**config.mk**
```make
export PLATFORM = sky130hd
export DESIGN_NAME = text_cell_fetch
export DESIGN_NICKNAME = d
export VERILOG_FILES = /design/src/rtl/vgacg_pkg.sv /design/src/rtl/blink_timer.sv /design/src/rtl/text_cell_fetch.sv
export SDC_FILE = /design/constraint.sdc
export NUM_CORES = 1
export LEC_CHECK = 0
export CAP_MARGIN = 10
export CORE_MARGIN = 4
export CORE_UTILIZATION = 30
export DETAILED_ROUTE_END_ITERATION = 10
export PLACE_DENSITY = 0.62
export SYNTH_ARGS = -nofsm -noshare
export SYNTH_HDL_FRONTEND = slang
export SYNTH_SLANG_ARGS = --single-unit
export TNS_END_PERCENT = 1
```
**constraint.sdc**
```tcl
create_clock -name clk -period 5 [get_ports clk]
set_clock_uncertainty 0.1 [all_clocks]
set_input_delay 1.5 -clock clk [delete_from_list [all_inputs] [get_ports clk]]
set_output_delay 1.5 -clock clk [all_outputs]
set_load 0.03 [all_outputs]
```
**src/rtl/vgacg_pkg.sv**
```systemverilog
// Shared constants for the text-mode video path: cell geometry, pipeline
// depth, text-word field positions and the 16-colour CGA palette.
package vgacg_pkg;

  localparam int CELL_W   = 8;
  localparam int CELL_H   = 16;
  localparam int PIPE_LAT = 5;

  localparam int CHAR_LSB = 0;
  localparam int FG_LSB   = 8;
  localparam int BG_LSB   = 12;

  // {R,G,B} nibbles, standard CGA ordering (index 6 is brown, not dark yellow)
  localparam logic [11:0] PALETTE [0:15] = '{
    12'h000, 12'h00A, 12'h0A0, 12'h0AA,
    12'hA00, 12'hA0A, 12'hA50, 12'hAAA,
    12'h555, 12'h55F, 12'h5F5, 12'h5FF,
    12'hF55, 12'hF5F, 12'hFF5, 12'hFFF
  };

  function automatic logic [11:0] palette_lookup(input logic [3:0] idx);
    return PALETTE[idx];
  endfunction

endpackage

```
**src/rtl/blink_timer.sv**
```systemverilog
// Cursor blink timer: counts vsync assertion edges and toggles the blink
// phase every BLINK_FRAMES frames.
module blink_timer #(
  parameter int BLINK_FRAMES    = 30,
  parameter bit SYNC_ACTIVE_LOW = 1'b1
) (
  input  logic clk,
  input  logic rst_n,
  input  logic vsync,
  output logic phase
);

  localparam int               CNT_W     = (BLINK_FRAMES > 1) ? $clog2(BLINK_FRAMES) : 1;
  localparam logic [CNT_W-1:0] CNT_LAST  = CNT_W'(BLINK_FRAMES - 1);
  localparam logic             SYNC_IDLE = SYNC_ACTIVE_LOW;

  logic             vsync_prev_r;
  logic [CNT_W-1:0] count_r;
  logic             phase_r;
  logic             frame_edge_s;

  assign frame_edge_s = (vsync_prev_r == SYNC_IDLE) && (vsync != SYNC_IDLE);

  // Track previous vsync level, count frames and toggle phase on wrap
  always_ff @(posedge clk) begin
    if (!rst_n) begin
      vsync_prev_r <= SYNC_IDLE;
      count_r      <= {CNT_W{1'b0}};
      phase_r      <= 1'b0;
    end else begin
      vsync_prev_r <= vsync;
      if (frame_edge_s) begin
        if (count_r == CNT_LAST) begin
          count_r <= {CNT_W{1'b0}};
          phase_r <= ~phase_r;
        end else begin
          count_r <= count_r + {{(CNT_W-1){1'b0}}, 1'b1};
        end
      end
    end
  end

  assign phase = phase_r;

endmodule

```
**src/rtl/text_cell_fetch.sv**
```systemverilog
// Text-mode front end: maps pixel coordinates to text cells, fetches the
// character/attribute word, drives the font ROM and colours the returned
// pixel. Every output lags its input by exactly PIPE_LAT cycles.
module text_cell_fetch
  import vgacg_pkg::*;
#(
  parameter int COLS            = 80,
  parameter int ROWS            = 30,
  parameter int ADDR_W          = 12,
  parameter int BLINK_FRAMES    = 30,
  parameter bit SYNC_ACTIVE_LOW = 1'b1
) (
  input  logic              clk,
  input  logic              rst_n,
  input  logic [9:0]        x,
  input  logic [9:0]        y,
  input  logic              active,
  input  logic              hsync_in,
  input  logic              vsync_in,
  input  logic [6:0]        cursor_col,
  input  logic [4:0]        cursor_row,
  input  logic              cursor_en,
  output logic [ADDR_W-1:0] text_addr,
  input  logic [15:0]       text_data,
  output logic              font_en,
  output logic [3:0]        font_page,
  output logic [7:0]        font_char,
  output logic [3:0]        font_vert,
  output logic [2:0]        font_horiz,
  input  logic              font_pixel,
  output logic [11:0]       rgb,
  output logic              hsync_out,
  output logic              vsync_out
);

  localparam logic       SYNC_IDLE   = SYNC_ACTIVE_LOW;
  localparam logic [3:0] CURSOR_VPOS = 4'(CELL_H - 2);

  // Stage-0 decode of the incoming coordinates
  logic [6:0]        col_s;
  logic [5:0]        row_s;
  logic [ADDR_W-1:0] addr_s;
  logic              inrange_s;
  logic              cursor_s;
  logic              phase_s;

  assign col_s     = x[9:3];
  assign row_s     = y[9:4];
  assign addr_s    = ADDR_W'(32'(row_s) * 32'(COLS) + 32'(col_s));
  assign inrange_s = active && (32'(col_s) < 32'(COLS)) && (32'(row_s) < 32'(ROWS));
  assign cursor_s  = cursor_en && phase_s && (col_s == cursor_col) &&
                     (row_s == {1'b0, cursor_row}) && (y[3:0] >= CURSOR_VPOS);

  blink_timer #(
    .BLINK_FRAMES   (BLINK_FRAMES),
    .SYNC_ACTIVE_LOW(SYNC_ACTIVE_LOW)
  ) u_blink (
    .clk  (clk),
    .rst_n(rst_n),
    .vsync(vsync_in),
    .phase(phase_s)
  );

  // Pipeline registers; live*_r marks stages holding post-reset content
  logic [ADDR_W-1:0] text_addr_r;
  logic              live1_r, live2_r;
  logic              inrange1_r, inrange2_r, inrange3_r, inrange4_r;
  logic              cur1_r, cur2_r, cur3_r, cur4_r;
  logic [2:0]        hpos1_r, hpos2_r, hpos3_r;
  logic [3:0]        vpos1_r, vpos2_r;
  logic [3:0]        fg3_r, bg3_r, fg4_r, bg4_r;
  logic [PIPE_LAT-1:0] hs_pipe_r, vs_pipe_r;
  logic              font_en_r;
  logic [11:0]       rgb_r;
  logic [7:0]        font_char_s;
  logic [3:0]        color_idx_s;

  // Stage 1: register cell address, range/cursor flags and glyph position
  always_ff @(posedge clk) begin
    if (!rst_n) begin
      text_addr_r <= {ADDR_W{1'b0}};
      live1_r     <= 1'b0;
      inrange1_r  <= 1'b0;
      cur1_r      <= 1'b0;
      hpos1_r     <= 3'd0;
      vpos1_r     <= 4'd0;
    end else begin
      text_addr_r <= addr_s;
      live1_r     <= 1'b1;
      inrange1_r  <= inrange_s;
      cur1_r      <= cursor_s;
      hpos1_r     <= x[2:0];
      vpos1_r     <= y[3:0];
    end
  end

  // Stage 2: align with text_data arriving from the buffer RAM
  always_ff @(posedge clk) begin
    if (!rst_n) begin
      live2_r    <= 1'b0;
      inrange2_r <= 1'b0;
      cur2_r     <= 1'b0;
      hpos2_r    <= 3'd0;
      vpos2_r    <= 4'd0;
    end else begin
      live2_r    <= live1_r;
      inrange2_r <= inrange1_r;
      cur2_r     <= cur1_r;
      hpos2_r    <= hpos1_r;
      vpos2_r    <= vpos1_r;
    end
  end

  // Stages 3-4: capture attributes and carry them to the font pixel
  always_ff @(posedge clk) begin
    if (!rst_n) begin
      inrange3_r <= 1'b0;
      cur3_r     <= 1'b0;
      hpos3_r    <= 3'd0;
      fg3_r      <= 4'd0;
      bg3_r      <= 4'd0;
      inrange4_r <= 1'b0;
      cur4_r     <= 1'b0;
      fg4_r      <= 4'd0;
      bg4_r      <= 4'd0;
    end else begin
      inrange3_r <= inrange2_r;
      cur3_r     <= cur2_r;
      hpos3_r    <= hpos2_r;
      fg3_r      <= text_data[FG_LSB +: 4];
      bg3_r      <= text_data[BG_LSB +: 4];
      inrange4_r <= inrange3_r;
      cur4_r     <= cur3_r;
      fg4_r      <= fg3_r;
      bg4_r      <= bg3_r;
    end
  end

  // Glyph select comes straight from the RAM word, muted until the pipe fills
  always_comb begin
    font_char_s = 8'd0;
    if (live2_r) begin
      font_char_s = text_data[CHAR_LSB +: 8];
    end else begin
      font_char_s = 8'd0;
    end
  end

  // Pick foreground or background index; cursor inverts the glyph pixel
  always_comb begin
    color_idx_s = bg4_r;
    if (font_pixel ^ cur4_r) begin
      color_idx_s = fg4_r;
    end else begin
      color_idx_s = bg4_r;
    end
  end

  // Output stage: colour, delayed syncs and font enable
  always_ff @(posedge clk) begin
    if (!rst_n) begin
      rgb_r     <= 12'h000;
      hs_pipe_r <= {PIPE_LAT{SYNC_IDLE}};
      vs_pipe_r <= {PIPE_LAT{SYNC_IDLE}};
      font_en_r <= 1'b0;
    end else begin
      rgb_r     <= inrange4_r ? palette_lookup(color_idx_s) : 12'h000;
      hs_pipe_r <= {hs_pipe_r[PIPE_LAT-2:0], hsync_in};
      vs_pipe_r <= {vs_pipe_r[PIPE_LAT-2:0], vsync_in};
      font_en_r <= 1'b1;
    end
  end

  assign text_addr  = text_addr_r;
  assign font_en    = font_en_r;
  assign font_page  = 4'd0;
  assign font_char  = font_char_s;
  assign font_vert  = vpos2_r;
  assign font_horiz = hpos3_r;
  assign rgb        = rgb_r;
  assign hsync_out  = hs_pipe_r[PIPE_LAT-1];
  assign vsync_out  = vs_pipe_r[PIPE_LAT-1];

endmodule

```
* Yosys cells after proc, flatten, opt, wreduce, memory -nomap -nowiden
Memory sizes are Yosys's and may differ from the RTL's. A register that Yosys moved wholly into a read port is not among the register bits.
Index checks and enable logic that the tools add are counted.
** Operators by class
- Eq/ne operators :: 3
- Multiply operators :: 1
- Bitwise gates (word level) :: 4
- Mux-type cells :: 4
- Reduce and logical (&&, ||, !) cells :: 10
- $add $sub $neg :: 2
- Order comparisons :: 3
** Operators by type and width (number)
- $add A12 B7 Y12 :: 1
- $mul A6 B3 Y8 const B :: 1
- $mux W8 :: 1
- $eq A7 B7 Y1 :: 1
- $logic_and A1 B1 Y1 :: 7
- $lt A7 B7 Y1 const B :: 1
- $eq A6 B5 Y1 :: 1
- $lt A6 B5 Y1 const B :: 1
- $add A5 B1 Y5 const B :: 1
- $eq A5 B5 Y1 const B :: 1
- $mux W5 :: 1
- $not A4 Y5 :: 1
- $ge A4 B4 Y1 const B :: 1
- $mux W4 :: 1
- $reduce_and A2 Y1 :: 2
- $not A1 Y1 :: 2
- $logic_not A1 Y1 :: 1
- $mux W1 :: 1
- $xor A1 B1 Y1 :: 1
** Word-level totals
- Output and inout port bits :: 46
- Input port bits :: 55
- Logic and storage cells :: 53
- Flip-flop bits (word level) :: 72
- ROM bits :: 192
- Memories kept :: 1
** Memories
- (no name shown) :: depth 16, width 12, rd ports 1, clocked after Yosys merged registers in 1, wr ports 0, line vgacg_pkg.sv:22 : return PALETTE[idx];

* Logic depth before layout (Yosys ltp)
- Word-level depth :: 4
- Depth in mapped cells :: 9
- Depth with buffers taken out :: 9

* Modules after synthesis
Synthesis repeated with hierarchy kept, for this count alone.
** Second synthesis, totals
- Cell total of the unflattened synthesis :: 275
- Area, all modules :: 2940.3 um^2
** By module, submodules not included
- text_cell_fetch :: area an instance 2611.3 um^2, times used 1, sequential area each 1401.3 um^2, cells each 241
- blink_timer :: area an instance 329.1 um^2, times used 1, sequential area each 140.1 um^2, cells each 34

* Worst setup path after synthesis
Ideal clock, no wire load.
- Kind :: input -> register
- Start point :: input port y[5]
- End point :: register text_addr_r[11], in the netlist text_addr[11]
- Stages :: 9
- Required time :: 4.785 ns
- Arrival :: 3.233 ns
- Buffers on the path :: 0
- Setup time :: 0.115 ns
- Slack :: 1.552 ns
- Cells stage by stage :: ha_1 -> ha_1 -> inv_1 -> fa_1 -> or2b_1 -> nor2_1 -> nor4b_4 -> xnor2_1 -> and2_1
** Between the ends
- Cells in the longest elaborated chain, start to end :: 2
** RTL lines
- start, declared :: line text_cell_fetch.sv:16 : input logic [9:0] y,
- $mul A6 B3 Y8 :: line text_cell_fetch.sv:49 : assign addr_s = ADDR_W'(32'(row_s) * 32'(COLS) + 32'(col_s));
- $add A12 B7 Y12 :: line text_cell_fetch.sv:49
- end signal, assigned :: line text_cell_fetch.sv:81 : text_addr_r <= {ADDR_W{1'b0}};
- end signal, assigned :: line text_cell_fetch.sv:88 : text_addr_r <= addr_s;
- end, declared :: line text_cell_fetch.sv:65 : logic [ADDR_W-1:0] text_addr_r;
No other way between the ends.
A chain may end at the register's enable or synchronous reset.

* Worst setup path in the final report
- Start point :: input port text_data[6]
- End point :: output port font_char[6]
** Between the ends
- Cells in the longest elaborated chain, start to end :: 1
** RTL lines
- start, declared :: line text_cell_fetch.sv:24 : input logic [15:0] text_data,
- $mux W8 :: line text_cell_fetch.sv:142 : if (live2_r) begin
- end, declared :: line text_cell_fetch.sv:27 : output logic [7:0] font_char,
No other way between the ends.

==> impl_metrics.ini <==
[synth]
synthMostInstantiatedCell = dfxtp_1
ys_top_cells_by_count = dfxtp_1, and2_1, xnor2_1
async_flop_share_pct = 0
synth_area_leaders = dfxtp_1, and2_1, xnor2_1
synth_top_area_cell = dfxtp_1
avgSynthCellArea_sq_um = 10.6
synthesis.area_sq_mm = 0.00289
ys_seq_area_share_pct = 52.7
synth-main-ff-cell = dfxtp_1
synth_cell_types = 34
synthCells = 272
ys.warnings.count = 0
ys_ff_latch = 76
synth_edf_count = 0
synth_top_area_share_pct = 52.7

[layout]
layout.nets = 435
final_core_utilization_pct = 44.1
areaGrowthSynthToFinish_pct = 41.9
design_area_sq_mm = 0.00410
drive_gt1_share_pct = 5.15
n_antenna_cell = 0

[clock_tree]
clk_pin_slew_worst_paths_ns = 0.08
clk_latency_ns = 0.33
cts_root_buffer = clkbuf_8
clock-sinks = 76
ctsHoldBuffers = 0
cts_tree = built
cts_buffers = 9
ctsResizeCount = 0
post-cts-setup-buffer-count = 0
cts_buffer_depth = 2
h-tree-depth = 3

[placed_design]
place_area_sq_mm = 0.00392
io_buffers = 96
place_hpwl_microns = 4430
gp_congestion = 0.778

[global_route]
antenna_found_initial = 0
grt_usage_pct = 11.0
grt_max_degree = 41
grt_overflow = 0
grt_pass1_vias = 2195
grt_pass1_wl_microns = 9850

[worst_setup_path]
timing.reg2reg.setup_slack_ns = 3.59
slowest_stage = clkdlybuf4s50_1
worstReg2RegStart = cur4_r$_SDFF_PN0_
crit_fanout = 1
arrival_ns = 2.76
crit_cells = 3
r2r-end = rgb[7]$_SDFF_PN0_
critPathKind = in -> out
path_cells = clkdlybuf4s50_1, and2_1, clkdlybuf4s50_1
path_common_cell = clkdlybuf4s50_1
cp_top_family = buffers and inverters
critPathMaxStageDelay_ns = 0.67
end_kind = primary output
worst_ep_required_time_ns = 3.40
ff2ff_path_depth = 4
start_kind = primary input
critPathBufInv = 2

[power_and_ir_drop]
p_leak_nw = 1.60
power_density_mw_per_mm2 = 316
ir_worst_vdd_mv = 0.130

[die]
core_sq_mm = 0.00928
die-area_sq_mm = 0.0113
num_rows = 35
die_h_microns = 106
die_w_microns = 106
start_util_pct = 31.1
ios = 101

[sta]
tightest_slew_ns = 0.515
rsz0062_at_grt = no
fin_crit_ns = 4.36
finalMaxSlewViolations = 0
relSlewSlack_pct = 65.6
clock.fmax_mhz = 229
fin_tns_setup_ns = 0
setup_viol = 0
finalHoldViolCount = 0
min_period_over_period_pct = 87.3

[min_path]
hold_path.class = reg -> reg
worstHoldStart = hs_pipe_r[3]$_SDFF_PN1_
whs_path_depth = 1
hold-path-endpoint = hs_pipe_r[4]$_SDFF_PN1_

[job]
cap_viol_max_count = 0

[route]
ant_nets = 0
first_iter_violations = 26
drc = 0
totalWireLength_microns = 5680
wl_per_cell_microns = 11.4
vias_per_cell = 4.13
num_vias = 2059
drt_first_pass_iters = 4

[outcome]
outcome = finished clean
## worst max-delay path by stage
stage            startpoint                        to  slack, ns
2_1_floorplan          y[5]  text_addr[11]$_SDFF_PN0_       1.55
3_3_place_gp   text_data[6]              font_char[6]       0.63
3_5_place_dp   text_data[6]              font_char[6]       0.64
4_1_cts        text_data[6]              font_char[6]       0.63
5_1_grt        text_data[6]              font_char[6]       0.59
6_report       text_data[6]              font_char[6]       0.64
## through the flow
stage | power [mW] | worst slack (ns) | cells | hold slack [ns]
floorplan | 0.780 | 1.55 | 275 | 0.286
global placement | 0.873 | 0.633 | 483 | 0.290
detailed placement | 0.874 | 0.635 | 483 | 0.296
CTS | 1.32 | 0.629 | 498 | 0.315
global route | 1.36 | 0.587 | 498 | 0.320
finish | 1.29 | 0.637 | 498 | 0.311
## kinds of logic after synthesis
logic type | after synthesis | share of synthesized area, %
AOI/OAI and AO/OA | 11 | 2.30
xor gates and xnor gates | 25 | 7.84
adders and majority gates | 15 | 7.02
buffers and inverters | 27 | 4.94
DFF | 76 | 52.7
muxes | 4 | 1.39
other | 1 | 0.130
and+or+nand+nor | 113 | 23.7
## layout make-up
| class | count | area [sq um] |
|---|---|---|
| Clock inverter | 4 | 51.3 |
| Fill cell | 923 | 5190 |
| Timing Repair Buffer | 97 | 963 |
| Clock buffer | 11 | 131 |
| Sequential cell | 76 | 1520 |
| Tap cell | 129 | 161 |
| Inverter | 9 | 33.8 |
| Multi-Input combinational cell | 172 | 1230 |
## where the power goes
part,total [mW],internal (mW),switching (mW)
sequential,0.643,0.634,0.00954
combinational,0.216,0.114,0.102
clock,0.434,0.228,0.206
total,1.29,0.975,0.318
## flip-flops by register name, summed over array words and instances (netlist names), 5 cells and up
register and count:
hs_pipe_r 5, rgb 5, u_blink.count_r 5, text_addr 12, vs_pipe_r 5
## cell usage in the layout (no fill, tap or decap), drive strengths merged
cell / netlist / layout
nor4: 1 / 1
and3: 2 / 2
mux2i: 4 / 4
dfxtp: 76 / 76
nor3: 2 / 2
and2: 59 / 59
a21o: 1 / 1
nand2b: 10 / 10
or2b: 2 / 2
a211oi: 1 / 1
nand4: 5 / 5
o21a: 1 / 1
nor2: 14 / 14
clkinv: 0 / 2
clkbuf: 7 / 11
nand3: 3 / 3
conb: 1 / 4
o31a: 1 / 1
o21ai: 3 / 3
inv: 9 / 9
buf: 11 / 2
xor2: 5 / 5
clkinvlp: 0 / 1
nand2: 6 / 6
nor2b: 5 / 5
fa: 2 / 2
a21oi: 4 / 4
nand3b: 1 / 1
bufinv: 0 / 1
clkdlybuf4s50: 0 / 95
nor3b: 1 / 1
and4b: 1 / 1
ha: 13 / 13
xnor2: 20 / 20
nor4b: 1 / 1
## routing by layer
| layer | up-vias | routed length [microns] | GRT usage, % |
|---|---|---|---|
| met3 | 9 | 497 | 3.83 |
| met5 | - | 0 | 0 |
| met2 | 79 | 2590 | 18.0 |
| met4 | 0 | 114 | 6.11 |
| met1 | 940 | 2480 | 12.6 |
| li1 | 1031 | - | - |
(Power assumes the default switching activity.)
